<file path="src/rtl/pc_stack_unit.sv">
// Program counter with circular return stack, skip/goto/call/ret and an interrupt vector.
// All state advances on clk edges qualified by adv; the sticky flags are cleared independently of adv.
module pc_stack_unit #(
   parameter int PC_W      = 8,
   parameter int DEPTH     = 8,
   parameter int RESET_VEC = 0,
   parameter int IRQ_VEC   = 4
) (
   input  logic                     clk,
   input  logic                     reset,
   input  logic                     adv,
   input  logic [2:0]               op,
   input  logic [PC_W-1:0]          target,
   input  logic                     irq,
   input  logic                     gie_set,
   input  logic                     flag_clr,
   output logic [PC_W-1:0]          pc,
   output logic [$clog2(DEPTH):0]   depth,
   output logic                     gie,
   output logic                     irq_ack,
   output logic                     ovf,
   output logic                     unf
);

   localparam int AW = $clog2(DEPTH);
   localparam int DW = AW + 1;

   localparam logic [2:0] OP_INC  = 3'b000;
   localparam logic [2:0] OP_SKIP = 3'b001;
   localparam logic [2:0] OP_GOTO = 3'b010;
   localparam logic [2:0] OP_CALL = 3'b011;
   localparam logic [2:0] OP_RET  = 3'b100;
   localparam logic [2:0] OP_RETI = 3'b101;

   localparam logic [PC_W-1:0] RST_PC = PC_W'(RESET_VEC);
   localparam logic [PC_W-1:0] IRQ_PC = PC_W'(IRQ_VEC);
   localparam logic [DW-1:0]   FULL   = DW'(DEPTH);

   logic [PC_W-1:0] mem [DEPTH];

   logic [PC_W-1:0] pc_q, pc_d;
   logic [AW-1:0]   sp_q, sp_d;
   logic [DW-1:0]   depth_q, depth_d;
   logic            gie_q, gie_d;
   logic            ack_q, ack_d;
   logic            ovf_q, ovf_d;
   logic            unf_q, unf_d;

   logic            push, pop;
   logic [PC_W-1:0] push_val;
   logic [AW-1:0]   sp_top;
   logic            ovf_set, unf_set;

   assign sp_top = sp_q - AW'(1);

   always_comb begin
      pc_d     = pc_q;
      sp_d     = sp_q;
      depth_d  = depth_q;
      gie_d    = gie_q;
      ack_d    = 1'b0;
      push     = 1'b0;
      pop      = 1'b0;
      push_val = pc_q + PC_W'(1);
      ovf_set  = 1'b0;
      unf_set  = 1'b0;

      if (adv) begin
         // An interrupt replaces the current op, saving pc so the op is refetched.
         if (irq && gie_q) begin
            push     = 1'b1;
            push_val = pc_q;
            pc_d     = IRQ_PC;
            gie_d    = 1'b0;
            ack_d    = 1'b1;
         end else begin
            if (gie_set) gie_d = 1'b1;
            case (op)
               OP_INC:  pc_d = pc_q + PC_W'(1);
               OP_SKIP: pc_d = pc_q + PC_W'(2);
               OP_GOTO: pc_d = target;
               OP_CALL: begin
                  push = 1'b1;
                  pc_d = target;
               end
               OP_RET:  pop = 1'b1;
               OP_RETI: begin
                  pop   = 1'b1;
                  gie_d = 1'b1;
               end
               default: ;
            endcase
         end
      end

      if (push) begin
         sp_d = sp_q + AW'(1);
         if (depth_q == FULL) ovf_set = 1'b1;
         else depth_d = depth_q + DW'(1);
      end

      if (pop) begin
         if (depth_q == '0) begin
            pc_d    = RST_PC;
            unf_set = 1'b1;
         end else begin
            pc_d    = mem[sp_top];
            sp_d    = sp_top;
            depth_d = depth_q - DW'(1);
         end
      end

      ovf_d = ovf_set | (ovf_q & ~flag_clr);
      unf_d = unf_set | (unf_q & ~flag_clr);
   end

   always_ff @(posedge clk or negedge reset) begin
      if (!reset) begin
         pc_q    <= RST_PC;
         sp_q    <= '0;
         depth_q <= '0;
         gie_q   <= 1'b0;
         ack_q   <= 1'b0;
         ovf_q   <= 1'b0;
         unf_q   <= 1'b0;
      end else begin
         pc_q    <= pc_d;
         sp_q    <= sp_d;
         depth_q <= depth_d;
         gie_q   <= gie_d;
         ack_q   <= ack_d;
         ovf_q   <= ovf_d;
         unf_q   <= unf_d;
      end
   end

   always_ff @(posedge clk) begin
      if (push) mem[sp_q] <= push_val;
   end

   assign pc      = pc_q;
   assign depth   = depth_q;
   assign gie     = gie_q;
   assign irq_ack = ack_q;
   assign ovf     = ovf_q;
   assign unf     = unf_q;

endmodule

</file>
<file path="config.mk">
export PLATFORM = sky130hd
export DESIGN_NAME = pc_stack_unit
export DESIGN_NICKNAME = d
export VERILOG_FILES = /design/src/rtl/pc_stack_unit.sv
export SDC_FILE = /design/constraint.sdc
export NUM_CORES = 1
export LEC_CHECK = 0
export CAP_MARGIN = 10
export CORE_ASPECT_RATIO = 1.5
export CORE_MARGIN = 1
export CORE_UTILIZATION = 45
export DETAILED_ROUTE_END_ITERATION = 6
export PLACE_DENSITY = 0.69
export SLEW_MARGIN = 0
export SYNTH_ARGS = -nofsm -noshare
export SYNTH_HDL_FRONTEND = slang
export SYNTH_SLANG_ARGS = --single-unit
</file>
<file path="constraint.sdc">
create_clock -name clk -period 3.5 [get_ports clk]
set_clock_uncertainty 0.1 [all_clocks]
set_input_delay 0.7 -clock clk [delete_from_list [all_inputs] [get_ports clk]]
set_output_delay 0.7 -clock clk [all_outputs]
set_load 0.01 [all_outputs]
</file>
==> metrics.txt <==
first-pass GRT wire length between 10 and 15 mm; Post-Syn Area 3960 sq um; cell accounting for the most synthesized area edfxtp_1; initial DRC count 180; crit start category input port; Fill cells 689; RSZ-0062 raised after global routing no; Reg clk slew, reported paths 0.07 ns; Synth Area per Inst 13.56 sq um; Tmin final between 2 and 3 ns; crit share post-route 0.7539; Final Max Tran Viols 0; warnings from Yosys 0; crit path capture type register; Fmax 0.3790 GHz; Syn Inst Count 292; height of the die 116.9 um; number of remaining DRC errors 0; power density over the cells 795.5 nW/um^2; crit path max fanout 12; worst rel slew slack 0.3803; Leak Pwr 1.702 nW; htree depth 3; Root Driver clkbuf_16; cts hold-fix bufs 0; status complete, no violations; Max rail drop VDD 376.0 uV; die area 9187 sq um; pin count of the biggest net entering global routing 22; IO Port Bufs 32; register bit total from synthesis 83; drt pass-1 iters 4; reg-to-reg endpoint pc[7]$_DFFE_PN0P_; final setup fails 0; share of the synthesized area in the top cell type 0.4853; CTS tree built; total CTS buffers 9; Clock Latency Late Sink 0.34 ns; IO Pins 33; Post-CTS Setup Inserts 0; Die W 78.60 um; WL per Instance about 19 um; remaining global-route overflow 0; Total Wirelength 8.272 mm; Max Buffers Root-to-Sink 2; synth cell count leaders edfxtp_1, nand2_1, dfrtp_1, nor2_1; Layout Nets 354; antenna-violating nets left 0; post-synth cell types 53; CP arrival about 2.6 ns; leading register cell type out of synthesis edfxtp_1; synth top area cells edfxtp_1, dfrtp_1, mux4_2; antenna violations before repair 0; Setup Crit Path Kind in2reg; Core Area between 8000 and 9000 sq um; layout cells sized above 1 0.1250; register area share after synthesis 0.6054; worst hold slack 0.4294 ns; Initial Util 0.4678; Rows 41; HP Start ovf$_DFF_PN0_; post-synthesis to final-layout area growth 19.30%; ANT cells 0; via count 2537; Worst R2R Start sp_q[1]$_DFF_PN0_; PostCTS Resize Cnt 0; hpwl dp 6.003 mm; Final Wtd Congestion about 0.9; Post-synth EDFFs 64; ys async rst share 0.2289; Hold Path Class reg2reg; GR Util All Layers 0.1978; clk sinks 83; worst slew pin tran approximately 0.9 ns; count leader, synth edfxtp_1; Hold Path Stages 2; Hold Path Sink ovf$_DFF_PN0_; internal reg-to-reg setup slack approximately 0.86 ns; Reg2Reg Depth 6; vias in the first global route 2549; Hold Vio Cnt, Final 0; setup_tns 0 ns; Synth Net Count 315; Max Cap Viol 0; vias per cell 5.727; CP Data Required Time 3.45 ns
[kinds of logic after synthesis]
logic type,synth area share
AO/OA/AOI/OAI,0.09447
multiplexers,0.1115
buffers and inverters,0.03128
adder cells (fa/ha/maj),0.01896
AND/OR/NAND/NOR,0.1008
flip-flops,0.6054
XOR/XNOR,0.03760
[area by class of cell]
cell class | count | area [sq um] | share of cell area
clock buffers | 10 | 229.0 | 0.04846
clock inverters | 6 | 73.82 | 0.01563
inverters | 11 | 41.29 | 0.008739
multi-input cells | 182 | 1439 | 0.3046
flip-flops and latches | 83 | 2397 | 0.5074
well taps | 107 | 133.9 | 0.02834
repair buffers | 44 | 410.4 | 0.08686
[worst max path at each step]
stage / from / endpoint / slack, ns / cells after the start
2_1_floorplan: op[0] / mem[5][0]$_DFFE_PP_ / 0.93 / 6
3_3_place_gp: irq / mem[5][7]$_DFFE_PP_ / 0.53 / 6
3_5_place_dp: irq / mem[5][2]$_DFFE_PP_ / 0.48 / 6
4_1_cts: irq / mem[5][5]$_DFFE_PP_ / 0.83 / 6
5_1_grt: irq / mem[5][6]$_DFFE_PP_ / 0.69 / 6
6_report: irq / mem[5][0]$_DFFE_PP_ / 0.86 / 6
[flip-flops by register name, indices dropped and copies added, names as in the netlist]
register,count
depth,4
gie,1
irq_ack,1
mem,64
ovf,1
pc,8
sp_q,3
unf,1
[routing by layer]
| metal | GRT usage | wire length, um | vias to the layer above |
|---|---|---|---|
| met2 | 0.3403 | 4249 | 80 |
| met4 | 0.1358 | 442 | 0 |
| met1 | 0.2149 | 3232 | 1224 |
| met5 | 0 | 0 | - |
| li1 | - | - | 1200 |
| met3 | 0.04806 | 348 | 33 |
[through the flow]
| stage | cell area, sq um | std cells | power [mW] | setup WS (ns) | util |
|---|---|---|---|---|---|
| CTS | 4725 | 443 | 3.772 | 0.8288 | 0.5582 |
| floorplan | 3960 | 292 | 2.411 | 0.9283 | - |
| detailed placement | 4422 | 427 | 2.828 | 0.4843 | 0.5224 |
| global route | 4725 | 443 | 3.953 | 0.6929 | 0.5582 |
| global placement | 4422 | 427 | 2.817 | 0.5308 | 0.5224 |
| finish | 4725 | 443 | 3.758 | 0.8614 | 0.5582 |
[placed cells by master, fill, tap and decap left out, types with 7 or more instances in the layout]
| cell | count |
|---|---|
| xnor2_1 | 8 |
| clkdlybuf4s50_1 | 32 |
| nand2_1 | 24 |
| xor2_1 | 9 |
| mux4_2 | 10 |
| buf_4 | 12 |
| a31oi_1 | 7 |
| dfrtp_1 | 19 |
| clkbuf_16 | 9 |
| edfxtp_1 | 64 |
| nor2_1 | 19 |
| nand3_1 | 11 |
| inv_1 | 11 |
| o21ai_0 | 7 |
| a21oi_1 | 10 |
[critical path, cell delays in order]
cell and delay [ns]:
clkdlybuf4s50_1 0.47, and2_1 0.41, o21a_1 0.41, nand2_1 0.16, nor3b_1 0.22, buf_4 0.20
[where the power goes]
part           leakage (nW)  internal [mW]  switching, mW  total [mW]
clock                 0.141          0.561          0.389       0.950
sequential            0.811           1.31          0.166        1.48
combinational         0.750          0.642          0.691        1.33
total                  1.70           2.51           1.25        3.76
No activity file was read; power rests on OpenSTA's default activity.
